==> config.mk <==
export PLATFORM = sky130hd
export DESIGN_NAME = wb_stage
export DESIGN_NICKNAME = d
export VERILOG_FILES = /design/src/rtl/wb_stage.sv
export SDC_FILE = /design/constraint.sdc
export NUM_CORES = 1
export LEC_CHECK = 0
export CAP_MARGIN = 20
export CORE_MARGIN = 3
export CORE_UTILIZATION = 40
export CTS_CLUSTER_SIZE = 20
export DETAILED_ROUTE_END_ITERATION = 12
export PLACE_DENSITY = 0.89
export SLEW_MARGIN = 20
export SYNTH_ARGS = -nofsm -noshare
export SYNTH_HDL_FRONTEND = slang
export SYNTH_SLANG_ARGS = --single-unit
==> constraint.sdc <==
create_clock -name clk -period 4.3 [get_ports clk]
set_input_delay 0.86 -clock clk [delete_from_list [all_inputs] [get_ports clk]]
set_output_delay 0.86 -clock clk [all_outputs]
set_load 0.005 [all_outputs]
==> src/rtl/wb_stage.sv <==
`default_nettype none
// +---------------------------------------------------------------------------+
// | Module   : wb_stage                                                       |
// | Purpose  : Writeback stage. Selects ALU, load or link data and issues a   |
// |            single-cycle registered write to the register file.            |
// | Options  : WB_FWD_EN - registered pending-load hazard outputs for decode. |
// | Revision : 1.0 - initial release                                          |
// +---------------------------------------------------------------------------+
module wb_stage #(
  parameter int DW  = 32,
  parameter int PCW = 8
) (
  input  logic           clk,
  input  logic           reset,
  input  logic           MEM_valid,
  output logic           MEM_ready,
  input  logic           MEM_regwrite,
  input  logic           MEM_memtoreg,
  input  logic           MEM_link,
  input  logic [2:0]     MEM_ws,
  input  logic [DW-1:0]  MEM_alu_result,
  input  logic [PCW-1:0] MEM_pc,
  input  logic [DW-1:0]  dmem_rdata,
  input  logic           dmem_rvalid,
  input  logic           WB_flush,
  output logic           WB_regwrite,
  output logic [2:0]     WB_ws,
  output logic [DW-1:0]  WB_wd,
  output logic [15:0]    retired_cnt,
  output logic           fwd_busy,
  output logic [2:0]     fwd_ws
);

  typedef enum logic [1:0] {
    S_IDLE      = 2'd0,
    S_WAIT_LOAD = 2'd1,
    S_WRITE     = 2'd2
  } state_t;

  state_t          state_q, state_d;
  logic            regwrite_q, regwrite_d;
  logic [2:0]      ws_q, ws_d;
  logic [DW-1:0]   wd_q, wd_d;
  logic [15:0]     cnt_q, cnt_d;
  logic [2:0]      pend_ws_q, pend_ws_d;
  logic            w_accept;
  logic [DW-1:0]   w_link_wd;

  assign MEM_ready = !reset && (state_q != S_WAIT_LOAD);
  assign w_accept  = MEM_valid && MEM_ready;

  // Link address is widened before the increment so PC 'hFF yields 'h100.
  assign w_link_wd = {{(DW-PCW){1'b0}}, MEM_pc} + {{(DW-1){1'b0}}, 1'b1};

  always_comb begin
    state_d    = state_q;
    regwrite_d = 1'b0;
    ws_d       = ws_q;
    wd_d       = wd_q;
    cnt_d      = cnt_q;
    pend_ws_d  = pend_ws_q;
    case (state_q)
      S_WAIT_LOAD: begin
        if (WB_flush) begin
          state_d = S_IDLE;
        end else if (dmem_rvalid) begin
          state_d    = S_WRITE;
          regwrite_d = 1'b1;
          ws_d       = pend_ws_q;
          wd_d       = dmem_rdata;
          cnt_d      = cnt_q + 16'd1;
        end
      end
      default: begin
        state_d = S_IDLE;
        if (w_accept) begin
          if (!MEM_regwrite) begin
            cnt_d = cnt_q + 16'd1;
          end else if (MEM_memtoreg) begin
            state_d   = S_WAIT_LOAD;
            pend_ws_d = MEM_ws;
          end else begin
            state_d    = S_WRITE;
            regwrite_d = 1'b1;
            ws_d       = MEM_ws;
            wd_d       = MEM_link ? w_link_wd : MEM_alu_result;
            cnt_d      = cnt_q + 16'd1;
          end
        end
      end
    endcase
  end

  always_ff @(posedge clk) begin
    if (reset) begin
      state_q    <= S_IDLE;
      regwrite_q <= 1'b0;
      ws_q       <= 3'd0;
      wd_q       <= '0;
      cnt_q      <= 16'd0;
      pend_ws_q  <= 3'd0;
    end else begin
      state_q    <= state_d;
      regwrite_q <= regwrite_d;
      ws_q       <= ws_d;
      wd_q       <= wd_d;
      cnt_q      <= cnt_d;
      pend_ws_q  <= pend_ws_d;
    end
  end

  assign WB_regwrite = regwrite_q;
  assign WB_ws       = ws_q;
  assign WB_wd       = wd_q;
  assign retired_cnt = cnt_q;

`ifdef WB_FWD_EN
  logic       fwd_busy_q;
  logic [2:0] fwd_ws_q;

  always_ff @(posedge clk) begin
    if (reset) begin
      fwd_busy_q <= 1'b0;
      fwd_ws_q   <= 3'd0;
    end else begin
      fwd_busy_q <= (state_d == S_WAIT_LOAD);
      fwd_ws_q   <= (state_d == S_WAIT_LOAD) ? pend_ws_d : 3'd0;
    end
  end

  assign fwd_busy = fwd_busy_q;
  assign fwd_ws   = fwd_ws_q;
`else
  assign fwd_busy = 1'b0;
  assign fwd_ws   = 3'd0;
`endif

endmodule
`default_nettype wire

# Word-level counts from Yosys, hierarchy flattened
# Cells that the tools add are included.
# op_classes
n_bitwise	1
n_eq_ne	7
muxes	31
add_sub_neg	2
reduce_logical	8
# op_table
op	n
$mux 32	7
$mux 16	6
$mux 3	6
$add 16x1->16 const B	1
$mux 2	6
$add 8x1->9 const B	1
$reduce_and 4->1	2
$mux 1	6
$reduce_and 5->1	1
$ne 2x1->1 const B	2
$ne 2x2->1 const B	2
$reduce_bool 2->1	2
$ne 3x2->1 const B	1
$ne 3x3->1 const B	1
$eq 2x1->1 const B	1
$logic_and 1x1->1	2
$logic_not 1->1	1
$not 1->1	1
# word_totals
reg_bits	57
in_bits	83

# Logic depth before layout (Yosys ltp)
# Gate-level depths: netlist of run 1.
# logic_depth
word_depth	6
depth_mapped	7
ltp_nobuf	5

# Least setup slack after synthesis of run 1
# No wires, ideal clock.
# synth_path
path_type	input to output
from	input reset
to	output MEM_ready
n_path_buf	3
cell_stages	4
slack_ps	1660
arrival_time_ps	1780
path_cell_list	clkbuf_1 > buf_1 > clkbuf_1 > nor2_1
# synth_via
elab_chain_cells	2
# synth_lines
item	line_no	rtl
from (decl)	14	input logic reset,
$logic_not 1->1	49	assign MEM_ready = !reset && (state_q != S_WAIT_LOAD);
$logic_and 1x1->1	49	
to (decl)	16	output logic MEM_ready,
# Every way passes these cells.

# Final worst setup path of run 1
# Same ends and word-level chain as after synthesis.

==> results.py, run 1 <==
metrics = {
    "yosys": {
        "yosys_warnings": 0,
        "synth_top_cells_by_area": "dfxtp_1 39%, a211oi_1 6.4%, a21oi_1 6.3%",
        "synthCells": 358,
        "synth_edf_count": 0,
        "synth-seq-cells": 57,
        "syn_area_um2": 2950,
        "synth_top_area_share_pct": 38.7,
        "ys_top_cells_by_count": "57 x dfxtp_1, 40 x nor2_1, 37 x a21oi_1",
        "synth-async-reset-ratio_pct": 0,
        "synth-main-ff-cell": "dfxtp_1",
        "yosys.area.top_type": "dfxtp_1",
        "avgSynthCellArea_um2": 8.24,
        "synth_seq_area_share_pct": 38.7,
        "synth_most_common_cell": "dfxtp_1",
        "yosys.cell_types.count": 53,
    },
    "worst_setup_path": {
        "ff2ff_setup_slack_ns": 1.94,
        "ff2ff_path_depth": 5,
        "crit_path_start": "reset",
        "r2r_end": "retired_cnt[15]",
        "worst_ep_required_time_ns": 3.44,
        "critPathArrivalTime_ns": 2.20,
        "critical_path_class": "input port to primary output",
        "crit_path_end_kind": "primary output",
        "endpoint": "MEM_ready",
        "r2r_start": "state_q[0]",
        "cp_max_fo": 56,
        "worstSetupStartpointType": "input port",
    },
    "detailed_routing": {
        "wire_per_inst_um": 15.8,
        "vias": 3117,
        "wirelength_um": 9050,
        "drtIter0Drc": 170,
        "dr.pass1.iters": 4,
        "drtAntennaViolNets": 0,
        "drc": 0,
        "viasPerCell": 5.43,
    },
    "sta": {
        "setup_viol": 0,
        "fin_tns_setup_ns": 0,
        "clock-skew-final_ns": 0.00716,
        "worst_pin_slew_ns": 1.02,
        "slew_headroom_pct": 32.2,
        "fmax_mhz": 326,
        "finalHoldViolCount": 0,
        "fin_crit_ns": 3.06,
        "timing.final.crit_share_pct": 71.2,
        "setup_slack_ns": 1.24,
        "maxSlewViolCount": 0,
        "rsz0062_at_grt": "false",
    },
    "finish": {
        "nets": 558,
        "diodes": 0,
        "syn2layout_area_growth_pct": 50.3,
        "drive_gt1_share_pct": 7.32,
    },
    "global_routing": {
        "grt_max_degree": 66,
        "antenna_found_initial": 0,
        "grt_pass1_vias": 2893,
        "grt_pass1_wl_um": 14300,
        "grtUsageTotal_pct": 20.7,
        "grt-ovfl-total": 0,
    },
    "placement": {
        "port_buffers": 135,
        "pre_cts_ws_ns": 1.06,
        "place.gp.congestion": 0.866,
        "post-dp-hpwl_um": 6430,
    },
    "pwr": {
        "p_leak_nw": 1.56,
        "vdd_drop_max_mv": 0.194,
        "power.total_mw": 1.20,
        "power-per-cell-area_nw_per_um2": 270,
    },
    "clock_tree": {
        "cts_root_buffer": "clkbuf_8",
        "clk_latency_ns": 0.32,
        "cts_sinks": 57,
        "cts_setup_buffers": 0,
        "cts-htree-levels": 3,
        "cts_resized": 0,
        "cts-hold-fix-buffers": 0,
        "clk_pin_slew_worst_paths_ns": 0.06,
        "cts_inserted_buffers": 9,
        "clk_path_buf_depth": 2,
        "tritoncts": "yes",
    },
    "die": {
        "initial_core_util_pct": 42.3,
        "ioPinCount": 140,
        "die_w_um": 91.9,
        "die_h_um": 91.9,
        "core_area_um2": 6980,
        "row_count": 30,
        "dieArea_um2": 8440,
    },
    "outcome": {
        "status": "complete, no violations",
    },
    "worst_hold_path": {
        "min_path_type": "register to register",
        "hold_start": "WB_wd[1]",
    },
    "run": {
        "cap_violations": 0,
    },
}
[critical path: stages]
cell and delay [ns]:
buf_2 0.76, nor2_1 0.10, clkdlybuf4s50_1 0.48
[final cells by class]
class	instances	area, µm²
multi-input combinational	261	1610
inverter	6	22.5
clock inverter	3	15.0
clock buffer	13	159
timing repair buffer	138	1370
fill	623	2550
sequential	57	1140
tap	96	120
[through the flow]
stage / instances / util, % / instance area, µm² / hold WS [ns]
floorplan: 361 / - / 2960 / 0.448
global placement: 558 / 61.0 / 4260 / 0.453
detailed placement: 558 / 61.0 / 4260 / 0.450
CTS: 574 / 63.5 / 4440 / 0.463
global route: 574 / 63.5 / 4440 / 0.508
finish: 574 / 63.5 / 4440 / 0.463
[per-layer routing]
layer / global-route usage, % / wire length [µm]
met1: 26.3 / 3890
met2: 35.3 / 4500
met4: 6.44 / 107
met5: 0 / 0
met3: 4.18 / 550
[how the worst min path moves through the flow]
stage                     endpoint  slack [ns]  cells past startpoint
after floorplan           WB_wd[0]        0.45                      2
after global placement    WB_wd[1]        0.45                      2
after detailed placement  WB_wd[1]        0.45                      2
after CTS                 WB_wd[1]        0.46                      2
after global routing      WB_wd[0]        0.51                      2
final                     WB_wd[1]        0.46                      2
[flip-flops by register name, indices dropped and copies added (netlist names)]
| name | flops |
|---|---|
| WB_wd | 32 |
| WB_regwrite | 1 |
| state_q | 2 |
| retired_cnt | 16 |
| pend_ws_q | 3 |
| WB_ws | 3 |
[cells in the final DEF (no fill, tap or decap), types with 2 or more instances in the layout]
cell type / instances
a211oi_1: 25
a21o_1: 2
a21oi_1: 37
a311oi_1: 3
a31oi_1: 5
and3_1: 19
and4_1: 2
buf_4: 3
clkbuf_1: 2
clkbuf_8: 11
clkdlybuf4s50_1: 134
clkinv_2: 3
conb_1: 4
dfxtp_1: 57
ha_1: 2
inv_1: 6
mux2_2: 5
mux2i_1: 4
nand2_1: 18
nand2b_1: 3
nand3_1: 11
nand4_1: 5
nor2_1: 40
nor2b_1: 6
nor3b_1: 6
nor4_1: 5
o211ai_1: 2
o21a_1: 2
o21ai_0: 16
o31a_1: 2
o31ai_1: 5
or3_1: 5
or4_1: 6
xor2_1: 2
[logic make-up (layout without fill, tap and decap cells)]
logic type	count (synthesis)	count (layout)	share of synthesized area, %
other	1	4	0.127
and+or+nand+nor	133	133	24.2
DFF	57	57	38.7
xor gates and xnor gates	3	3	0.891
AOI/OAI and AO/OA	110	110	24.5
muxes	9	9	3.27
adders and majority gates	2	2	0.848
buffers and inverters	43	160	7.46
[power breakdown]
group	switching, mW	internal [mW]
clock	0.202	0.238
combinational	0.0822	0.123
sequential	0.00883	0.543
total	0.293	0.904
No activity file was read; power rests on OpenSTA's default activity.
==> run 2: changes to the inputs <==
clock period = 3.01 ns   (was 4.3 ns; I/O delays follow)
==> run 2 against run 1 <==
Sequential power rose by 43%. Via count rose by 1.4%. Combinational power rose by 44%. Clock-buffer cell count fell by 3. Die area did not move. Total power rose by 56%. Clock skew barely moved. Non-clock buffer count rose by 3. Routed wire length rose by 3.1%. Critical path type is now register to primary output.
==> results.py, run 2 (synthesis gave the netlist of run 1 again) <==
metrics = {
    "outcome": {
        "status": "complete, no violations",
    },
    "clock_tree": {
        "clk_path_buf_depth": 2,
        "cts-htree-levels": 3,
        "cts_root_buffer": "clkbuf_8",
        "clk_latency_ns": 0.33,
        "cts_inserted_buffers": 9,
        "clk_pin_slew_worst_paths_ns": 0.07,
        "cts_setup_buffers": 0,
        "cts-hold-fix-buffers": 0,
        "tritoncts": "yes",
        "cts_resized": 0,
        "cts_sinks": 57,
    },
    "global_routing": {
        "grtUsageTotal_pct": 22.0,
        "antenna_found_initial": 0,
        "grt_pass1_vias": 3089,
        "grt-ovfl-total": 0,
        "grt_pass1_wl_um": 14900,
        "grt_max_degree": 35,
    },
    "pwr": {
        "switching_share_pct": 24.2,
        "p_int_mw": 1.41,
        "power-per-cell-area_nw_per_um2": 414,
        "power.net_switching_uw": 452,
        "share_comb_of_total_power_pct": 15.8,
        "p_leak_nw": 1.59,
        "seq_power_share_pct": 42.2,
        "vdd_drop_max_mv": 0.214,
        "pwr-share-clk_pct": 42.0,
    },
    "detailed_routing": {
        "wirelength_um": 9330,
        "drc": 0,
        "drtAntennaViolNets": 0,
        "drtIter0Drc": 141,
        "viasPerCell": 5.48,
        "dr.pass1.iters": 4,
        "vias": 3160,
        "wire_per_inst_um": 16.2,
    },
    "worst_setup_path": {
        "cp_max_fo": 17,
        "slowest_stage": "clkdlybuf4s50_1",
        "worstSetupStartpointType": "register",
        "cp_top_family": "simple AND/OR/NAND/NOR gates",
        "critical_path_class": "register to primary output",
        "worst_ep_required_time_ns": 2.41,
        "cp_slowest_stage_delay_ns": 0.47,
        "crit_path_end_kind": "primary output",
        "critPathArrivalTime_ns": 1.71,
        "path_cells": "nor2b_4, nor2_1, clkdlybuf4s50_1",
        "critPathBufInv": 1,
    },
    "sta": {
        "hold_slack_ns": 0.462,
        "setup_viol": 0,
        "worst_pin_slew_ns": 0.647,
        "maxSlewViolCount": 0,
        "slew_headroom_pct": 56.3,
        "rsz0062_at_grt": "false",
        "fin_crit_ns": 2.31,
        "fin_tns_setup_ns": 0,
        "timing.final.crit_share_pct": 76.8,
        "clock-skew-final_ns": 0.00668,
        "finalHoldViolCount": 0,
        "fmax_mhz": 433,
    },
    "finish": {
        "fillers": 597,
        "diodes": 0,
        "nets": 561,
        "largest_reg_flops": 32,
        "layout_common_cells": "134 x clkdlybuf4s50_1, 57 x dfxtp_1, 40 x nor2_1",
        "final_common_cell": "clkdlybuf4s50_1",
        "drive_gt1_share_pct": 8.11,
        "syn2layout_area_growth_pct": 52.8,
    },
    "worst_hold_path": {
        "min_path_type": "register to register",
    },
    "die": {
        "dieArea_um2": 8440,
        "die_w_um": 91.9,
        "row_count": 30,
        "ioPinCount": 140,
        "core_area_um2": 6980,
        "initial_core_util_pct": 42.3,
        "die_h_um": 91.9,
    },
    "placement": {
        "place.gp.congestion": 0.843,
        "port_buffers": 135,
        "post-dp-hpwl_um": 6780,
    },
    "run": {
        "cap_violations": 0,
    },
}
run 2: worst paths after layout:
| path | start | to | slack [ns] | cells after the start |
|---|---|---|---|---|
| max | state_q[0] | MEM_ready | 0.70 | 3 |
| max reg2reg | state_q[0] | retired_cnt[15] | 1.04 | 4 |
| min reg2reg | WB_wd[1] | WB_wd[1] | 0.46 | 2 |
| min | WB_wd[1] | WB_wd[1] | 0.46 | 2 |
run 2: power groups by stage:
stage          logic (mW)  registers (mW)  clock network, mW
2_1_floorplan       0.120           0.805                  0
3_3_place_gp        0.286           0.804                  0
5_1_grt             0.321           0.791              0.828
4_1_cts             0.296           0.788              0.798
3_5_place_dp        0.293           0.805                  0
6_report            0.295           0.788              0.784
run 2: area by class of cell:
cell class	count	area, µm²	area share (%)
multi-input combinational	261	1610	35.7
timing repair buffer	141	1400	31.1
sequential	57	1140	25.3
clock buffer	10	128	2.83
tap	96	120	2.67
clock inverter	6	82.6	1.83
inverter	6	22.5	0.500
run 2: worst register-to-register path, cell delays in order, from the launching register on:
cell and delay, ns:
dfxtp_1 0.34, nor2b_4 0.46, o211ai_2 0.35, nor4_1 0.35, mux2_2 0.37
run 2: metal layers:
layer,part of all wire [%],GRT usage (%)
met1,41,25.4
met2,49,37.7
met3,8.0,6.48
met4,2.1,9.28
met5,0,0
run 2: through the flow:
| stage | cells | power (mW) | worst slack [ns] | utilization (%) | instance area [µm²] |
|---|---|---|---|---|---|
| 2_1_floorplan | 361 | 0.925 | 0.886 | - | 2960 |
| 3_3_place_gp | 561 | 1.09 | 0.572 | 61.5 | 4300 |
| 3_5_place_dp | 561 | 1.10 | 0.482 | 61.5 | 4300 |
| 4_1_cts | 577 | 1.88 | 0.662 | 64.6 | 4510 |
| 5_1_grt | 577 | 1.94 | 0.598 | 64.6 | 4510 |
| 6_report | 577 | 1.87 | 0.699 | 64.6 | 4510 |
==> run 3: changes to the inputs <==
CORE_UTILIZATION = 37   (was 40)
PLACE_DENSITY = 0.87   (was 0.89)
clock period = 1.85 ns   (was 3.01 ns; I/O delays follow)
==> run 3 against run 2 <==
Combinational power rose by 75%. Total power rose by 53%. Sequential power rose by 62%. Sequential cell count did not move. Via count rose by 2.9%. Cell area rose by 4.3%. Largest power group unchanged. Hold slack improved by 0.0023 ns. Setup slack got worse by 0.63 ns. Critical endpoint unchanged. Global-route usage fell by 2.2 points. Non-clock buffer count rose by 27.
==> results.py, run 3 (synthesis gave the netlist of run 1 again) <==
metrics = {
    "detailed_routing": {
        "drtAntennaViolNets": 0,
        "dr.pass1.iters": 4,
        "viasPerCell": 5.36,
        "wire_per_inst_um": 15.4,
        "vias": 3251,
        "wirelength_um": 9320,
        "drc": 0,
        "drtIter0Drc": 123,
    },
    "global_routing": {
        "grtUsageTotal_pct": 19.7,
        "antenna_found_initial": 0,
        "grt_max_degree": 34,
        "grt_pass1_vias": 3077,
        "grt_pass1_wl_um": 14100,
        "grt-ovfl-total": 0,
    },
    "pwr": {
        "vdd_drop_max_mv": 0.327,
        "power.total_mw": 2.86,
        "power-per-cell-area_nw_per_um2": 608,
        "p_leak_nw": 1.70,
    },
    "die": {
        "dieArea_um2": 9080,
        "initial_core_util_pct": 39.4,
        "die_h_um": 95.3,
        "core_area_um2": 7490,
        "row_count": 31,
        "die_w_um": 95.3,
        "ioPinCount": 140,
    },
    "worst_setup_path": {
        "critPathArrivalTime_ns": 1.41,
        "crit_path_end_kind": "primary output",
        "worst_ep_required_time_ns": 1.48,
        "cp_max_fo": 3,
        "ff2ff_path_depth": 4,
        "r2r_start": "retired_cnt[7]",
        "worstSetupStartpointType": "register",
        "r2r_end": "retired_cnt[15]",
        "critical_path_class": "register to primary output",
        "ff2ff_setup_slack_ns": 0.10,
    },
    "finish": {
        "nets": 588,
        "largest_reg_flops": 32,
        "syn2layout_area_growth_pct": 59.3,
        "final_common_cell": "clkdlybuf4s50_1",
        "layout_common_cells": "134 x clkdlybuf4s50_1, 57 x dfxtp_1, 39 x nor2_1",
        "fin_util_pct": 62.8,
        "diodes": 0,
        "drive_gt1_share_pct": 13.6,
    },
    "sta": {
        "clock-skew-final_ns": 0.00709,
        "finalHoldViolCount": 0,
        "fin_crit_ns": 1.78,
        "setup_slack_ns": 0.0679,
        "setup_viol": 0,
        "hold_slack_ns": 0.465,
        "rsz0062_at_grt": "false",
        "maxSlewViolCount": 0,
        "fmax_mhz": 561,
        "timing.final.crit_share_pct": 96.3,
    },
    "clock_tree": {
        "tritoncts": "yes",
        "cts-htree-levels": 3,
        "cts_sinks": 57,
        "cts_root_buffer": "clkbuf_8",
        "clk_pin_slew_worst_paths_ns": 0.06,
        "cts-hold-fix-buffers": 0,
        "cts_inserted_buffers": 9,
        "clk_latency_ns": 0.33,
        "clk_path_buf_depth": 2,
    },
    "run": {
        "cap_violations": 0,
    },
    "worst_hold_path": {
        "min_to": "WB_wd[1]",
        "min_path_type": "register to register",
        "hold_start": "WB_wd[1]",
        "hold_path_depth": 2,
    },
    "placement": {
        "port_buffers": 135,
        "pre_cts_ws_ns": -0.205,
        "place.gp.congestion": 0.823,
        "post-dp-hpwl_um": 7150,
    },
    "outcome": {
        "status": "complete, no violations",
    },
}
## run 3: cell count changes in the layout (fill, tap and decap cells not counted)
cell        change
clkbuf_8        +2
bufinv_16       -2
clkinvlp_4      +1
nor2_2          +1
clkbuf_1        -1
buf_12          +1
nor2_1          -1
buf_4          +26
and4_1          -1
and4_2          +1
## run 3: per-layer routing
layer  wire length (µm)  global-route usage (%)  vias to the layer above  part of all wire (%)
met4                238                    8.89                        0                   2.6
met1               3800                    23.5                     1503                    41
met2               4580                    33.2                      124                    49
met5                  0                       0                        -                     0
li1                   -                       -                     1604                     -
met3                708                    5.13                       20                   7.6
## run 3: repair_timing
action,in CTS,in global routing
buffers inserted,1,0
endpoints found under the setup margin,1,2
resized for setup,0,2
## run 3: cell type report
class	count	area (µm²)
clock buffers	11	151
clock inverters	5	30.0
fillers	617	2790
inverters	6	22.5
multi-input cells	261	1610
flip-flops and latches	57	1140
well taps	99	124
repair buffers	168	1620
## run 3: through the flow
step                cell area [µm²]  setup TNS, ns  std cells
floorplan                      2960              0        361
finish                         4700              0        607
CTS                            4700              0        607
global route                   4700              0        607
global placement               4510          -2.96        590
detailed placement             4510          -4.59        590
## run 3: worst max-delay path by stage
stage	from	to	slack, ns
2_1_floorplan	MEM_valid	retired_cnt[14]	0.18
3_3_place_gp	WB_flush	retired_cnt[15]	-0.19
3_5_place_dp	WB_flush	retired_cnt[13]	-0.21
4_1_cts	state_q[0]	MEM_ready	0.008
5_1_grt	retired_cnt[6]	retired_cnt[6]	0.02
6_report	state_q[0]	MEM_ready	0.07
## run 3: report_power, final
part           switching (mW)  total, mW  internal, mW
sequential             0.0196       1.28          1.26
clock                   0.507       1.06         0.551
combinational           0.197      0.516         0.319
total                   0.724       2.86          2.13
## run 3: worst max-delay path, stage by stage (launching register included)
cell and delay (ns):
dfxtp_1 0.34, nor2b_4 0.14, nor2_2 0.10, clkdlybuf4s50_1 0.51
==> edit 1 (settings of run 2) <==
The option `WB_FWD_EN` is turned on by a define.
--- a/src/rtl/wb_stage.sv
+++ b/src/rtl/wb_stage.sv
@@ -8,2 +8,4 @@
 // +---------------------------------------------------------------------------+
+`define WB_FWD_EN
+
 module wb_stage #(
Function: changed (a bounded check fails within 4 cycles, from zero or initial values and one cycle with reset high).
==> edit 1 against run 2 <==
Clock power grew 24%. Sequential cell count grew 4. Highest routed layer unchanged. Worst hold slack gained 0.015 ns. Clock skew grew 0.0029 ns. Setup slack gained 0.13 ns. Count of clock-buffer cells in the layout shrank 1. Largest cell class unchanged. Total power grew 13%. Wire length grew 0.69%. Final area grew 2.3%. Synthesized area shrank 1.8%.
==> edit 1: results (changes against run 2) <==
- Syn Nets: 434
- Synth cell types: 39 (-26%)
- Layout cell share with drive strength beyond 1: 7.867% (-0.24 points)
- Max Clock Skew: 0.009569 ns (+0.002890 ns)
- Worst Path Arrival: 2.45 ns (+0.74 ns)
- Largest net degree at the start of global routing: 39 (+11%)
- GRT Total Usage: 22.45% (+0.47 points)
- CTS Buffer Depth: 2 (unchanged)
- Initial DRT Pass Iterations: 4 (unchanged)
- Initial antenna violation count: 0 (unchanged)
- Commonest cells post-synth: 61 x dfxtp_1, 45 x nor2_1, 31 x a211oi_1
- Post-CTS Repair Setup Buffers: 0 (unchanged)
- 1st-iter DRT viols: 139 (-1.4%)
- Top cells by area, synth: dfxtp_1 42%, a211oi_1 8.0%, and3_1 5.8%
- Register area share after synthesis: 42.16% (+3.5 points)
- Clk root buf: clkbuf_8
- Leak pwr: 0.001642 uW (+3.4%)
- Async S/R FF share, synth: 0% (unchanged)
- Max reg flops: 32 (unchanged)
- Slew @ Worst Pin: 0.7272 ns (+0.08003 ns)
- Total routed wirelength: 9398 um (+0.69%)
- Layout Nets: 563 (+0.36%)
- Worst Hold Class: reg -> reg
- Final min period: 2.185 ns (-0.1261 ns)
- Ys Warns: 0 (unchanged)
- Worst skew pair latency: 0.34 ns
- Worst VDD drop: 0.2731 mV (+27%)
- Vias in the first global route: 3129 (+1.3%)
- Status: finished, final reports clean
- CP Max Fanout: 30 (+13)
- Setup-failing EPs final: 0 (unchanged)
- Dpl hpwl: 6946 um (+2.5%)
- Grt ovf: 0 (unchanged)
- Synth Area in Compound Gates: 20.95% (-3.6 points)
- Post-CTS resize count: 0 (unchanged)
- Worst-path clk slew: 0.07 ns (about the same)
- First-pass GRT wire length: 15080 um (+1.1%)
- Number of port buffers: 139 (+3.0%)
- Synth Area in XOR/XNOR: 1.210% (+0.32 points)
- Htree depth: 3 (unchanged)
- Num CTS Buffers: 9 (unchanged)
- Fillcell total: 556 (-6.9%)
- Last weighted congestion value of the routability-driven placer: 0.7869 (-6.6%)
- Post-synth EDFFs: 0 (unchanged)
- Synth Area in Adders: 0.8639% (+0.016 points)
- Post-synthesis mux area share: 2.073% (-1.2 points)
- ANT cells: 0 (unchanged)
- Via Count: 3211 (+1.6%)
==> edit 1: cell count changes in the layout (fill, tap and decap cells not counted), sizes merged, moves of 7 or more <==
cell and change:
a21oi -18, o21ai -7, and3 +8, nor3 +25
==> edit 1: logic make-up after synthesis <==
group,count (synthesis)
fa+ha+maj,2
mux,6
flops,61
simple gates,151
compound gates,88
xor+xnor,4
buf+inv,37
==> edit 1: power breakdown <==
group          switching (uW)  total [uW]  internal, uW
clock network             340         971           631
logic                     111         289           178
registers                13.1         842           829
total                     465        2100          1640
==> edit 1: worst max-delay path: stages, from the launching register on <==
cell and delay [ns]:
dfxtp_1 0.37, nand2b_1 0.59, a31oi_2 0.17, buf_4 0.26, or4_1 0.53, a21oi_1 0.17
==> edit 1: worst paths after layout <==
kind | start | endpoint | slack (ns) | depth (start not counted)
worst min-delay path | WB_wd[0]$_SDFFE_PP0P_ | WB_wd[0]$_SDFFE_PP0P_ | 0.48 | 2
worst max register to register | state_q[1]$_SDFF_PP0_ | retired_cnt[9]$_SDFFE_PP0P_ | 0.83 | 5
worst min register to register | WB_wd[0]$_SDFFE_PP0P_ | WB_wd[0]$_SDFFE_PP0P_ | 0.48 | 2
worst max-delay path | state_q[1]$_SDFF_PP0_ | retired_cnt[9]$_SDFFE_PP0P_ | 0.83 | 5
==> edit 1: metal layers <==
metal  part of all wire, %  global-route usage (%)
met1                    39                   24.31
met2                    50                   38.38
met3                    10                   11.76
met4                  0.93                   5.905
met5                     0                       0
==> edit 1: layout make-up <==
type                    instances  area [um^2]  share of cell area (%)
flip-flops and latches         61         1221                   26.49
clock inverters                 7        137.6                   2.985
clock buffers                   9        123.9                   2.687
well taps                      96        120.1                   2.605
inverters                       7        26.28                  0.5699
multi-input cells             251         1528                   33.13
repair buffers                148         1454                   31.53
==> edit 1: metrics by stage <==
stage                     worst slack, ns  std cells  power, uW  util, %  cell area, um^2
after floorplan                     1.185        349      968.3        -             2897
after global placement             0.5892        563       1142    62.97             4349
after detailed placement           0.4757        563       1149    62.97             4349
after CTS                          0.8405        579       2112    66.76             4611
after global routing               0.6299        579       2186    66.76             4611
final                              0.8250        579       2103    66.76             4611
==> edit 2 (config.mk and constraints of run 2) <==
Without the edit above. Register the output `retired_cnt` once more; this adds one clock of latency there. The other outputs are not delayed to match.
--- a/src/rtl/wb_stage.sv
+++ b/src/rtl/wb_stage.sv
@@ -114,3 +114,5 @@
   assign WB_wd       = wd_q;
-  assign retired_cnt = cnt_q;
+  always_ff @(posedge clk) begin
+    retired_cnt <= cnt_q;
+  end
 
Formal check against the unedited RTL: not equivalent (a bounded check fails within 4 cycles, from zero or initial values and one cycle with reset high).
==> edit 2 against run 2 <==
Synthesized area is 7.1% higher. Wire length is 2.5% lower. Setup slack better by 0.028 ns. Maximum frequency is 1.2% higher. Final area is 5.5% higher. Non-clock buffer count stayed put. Sequential cell count is 16 higher. Total power is 11% higher. Clock power is 1% lower. Sequential share of layout area is 5.4 points higher. Final cell count is 2.6% higher. Critical path type unchanged. Critical endpoint unchanged.
==> edit 2: results (changes against run 2) <==
- Register area share after synthesis: 46.26% (+7.6 points)
- Reg area: 0.001461 mm^2 (+28%)
- Initial DRT Pass Iterations: 4 (unchanged)
- Fillcell total: 641 (+7.4%)
- Multi-input gates: 255 (-2.3%)
- # clock sinks: 73 (+28%)
- CTS Buffer Depth: 2 (unchanged)
- Layout clock area frac: 4.238% (-0.43 points)
- GRT Total Usage: 20.30% (-1.7 points)
- Max Clock Skew: 0.01447 ns (+0.007794 ns)
- Largest net degree at the start of global routing: 66 (+89%)
- CP Max Fanout: 9 (-8)
- Number of port buffers: 135 (unchanged)
- Layout Nets: 573 (+2.1%)
- Async S/R FF share, synth: 0% (unchanged)
- Slowest cell on crit path: clkdlybuf4s50_1
- Worst Path Arrival: 1.68 ns (-0.03 ns)
- Post-CTS resize count: 0 (unchanged)
- Htree depth: 3 (unchanged)
- Layout cell share with drive strength beyond 1: 5.680% (-2.4 points)
- Max reg flops: 32 (unchanged)
- Commonest cells post-synth: 73 x dfxtp_1, 42 x a21oi_1, 36 x nor2_1
- Leak pwr: 0.001685 uW (+6.0%)
- Non-clk buf share: 29.53% (-1.6 points)
- Top cells by area, synth: dfxtp_1 46%, a21oi_1 6.7%, a211oi_1 5.9%
- Multi-input combinational area share: 32.25% (-3.5 points)
- Invs w/o clock: 8 (+2)
- Clk root buf: clkbuf_8
- Bufs w/o clock: 141 (unchanged)
- Initial antenna violation count: 0 (unchanged)
- Worst VDD drop: 0.2448 mV (+14%)
- Clk_buf instances: 9 (-1)
- 1st-iter DRT viols: 150 (+6.4%)
- ANT cells: 0 (unchanged)
- Final period util: 75.84% (-0.94 points)
- Critical path's largest stage delay: 0.48 ns
- Worst Hold Class: reg -> reg
- CP delay by family, top: simple AND/OR/NAND/NOR gates
- Avg WL per Cell: 15.36 um (-5.0%)
- Slew HR: 45.50% (-11 points)
- Vias in the first global route: 3043 (-1.5%)
- Post-CTS Repair Setup Buffers: 0 (unchanged)
- Status: finished, final reports clean
- Vias/cell: 5.439 (-0.68%)
- Dpl hpwl: 6639 um (-2.0%)
- Worst skew pair latency: 0.35 ns (+0.02 ns)
- Last weighted congestion value of the routability-driven placer: 0.8292 (-1.6%)
- Worst-path clk slew: 0.09 ns (+0.02 ns)
- Synth cell types: 43 (-19%)
- Ys Warns: 0 (unchanged)
- First-pass GRT wire length: 14460 um (-3.1%)
==> edit 2: cell types whose count changed in the layout (fill, tap and decap cells not counted), sizes merged, moves of 4 or more <==
cell          run 2  this run
dfxtp            57        73
mux2              5         0
nor2b             7         1
a21oi            38        42
nor4              6         1
or4               6        12
o31ai             5        10
and3             19        23
nor3b             7         3
inv               6        10
nor2             40        36
==> edit 2: cells by family after synthesis <==
kind of cell    share of synthesized area, %
simple gates                           21.19
compound gates                         23.05
fa+ha+maj                             0.7920
mux                                    1.584
buf+inv                                5.901
flops                                  46.26
other cells                           0.1187
xor+xnor                               1.109
==> edit 2: worst paths after layout <==
kind	startpoint	slack (ns)	cells after the start	endpoint
max reg2reg	state_q[0]$_SDFFE_PP0P_	1.15	5	cnt_q[7]$_SDFFE_PP0P_
max	state_q[0]$_SDFFE_PP0P_	0.73	3	MEM_ready
min reg2reg	cnt_q[13]$_SDFFE_PP0P_	0.37	0	retired_cnt[13]$_DFF_P_
min	cnt_q[13]$_SDFFE_PP0P_	0.37	0	retired_cnt[13]$_DFF_P_
==> edit 2: routing by layer <==
metal  global-route usage [%]  part of all wire, %  vias to the layer above
met2                    35.00                   51                      110
met1                    24.05                   41                     1506
met3                    5.896                  6.6                       14
li1                         -                    -                     1590
met5                        0                    0                        -
met4                    6.851                  1.6                        0
==> edit 2: per-stage QoR <==
step           cells  setup WS, ns  utilization [%]  instance area (um^2)
5_1_grt          592        0.6346            63.83                  4753
6_report         592        0.7271            63.83                  4753
2_1_floorplan    371         1.019                -                  3171
3_3_place_gp     576        0.5725            61.12                  4552
4_1_cts          592        0.7012            63.83                  4753
3_5_place_dp     576        0.4851            61.12                  4552
==> edit 2: where the power goes <==
group | internal [uW] | switching (uW)
Combinational | 178 | 113
Clock | 390 | 383
Sequential | 989 | 13.3
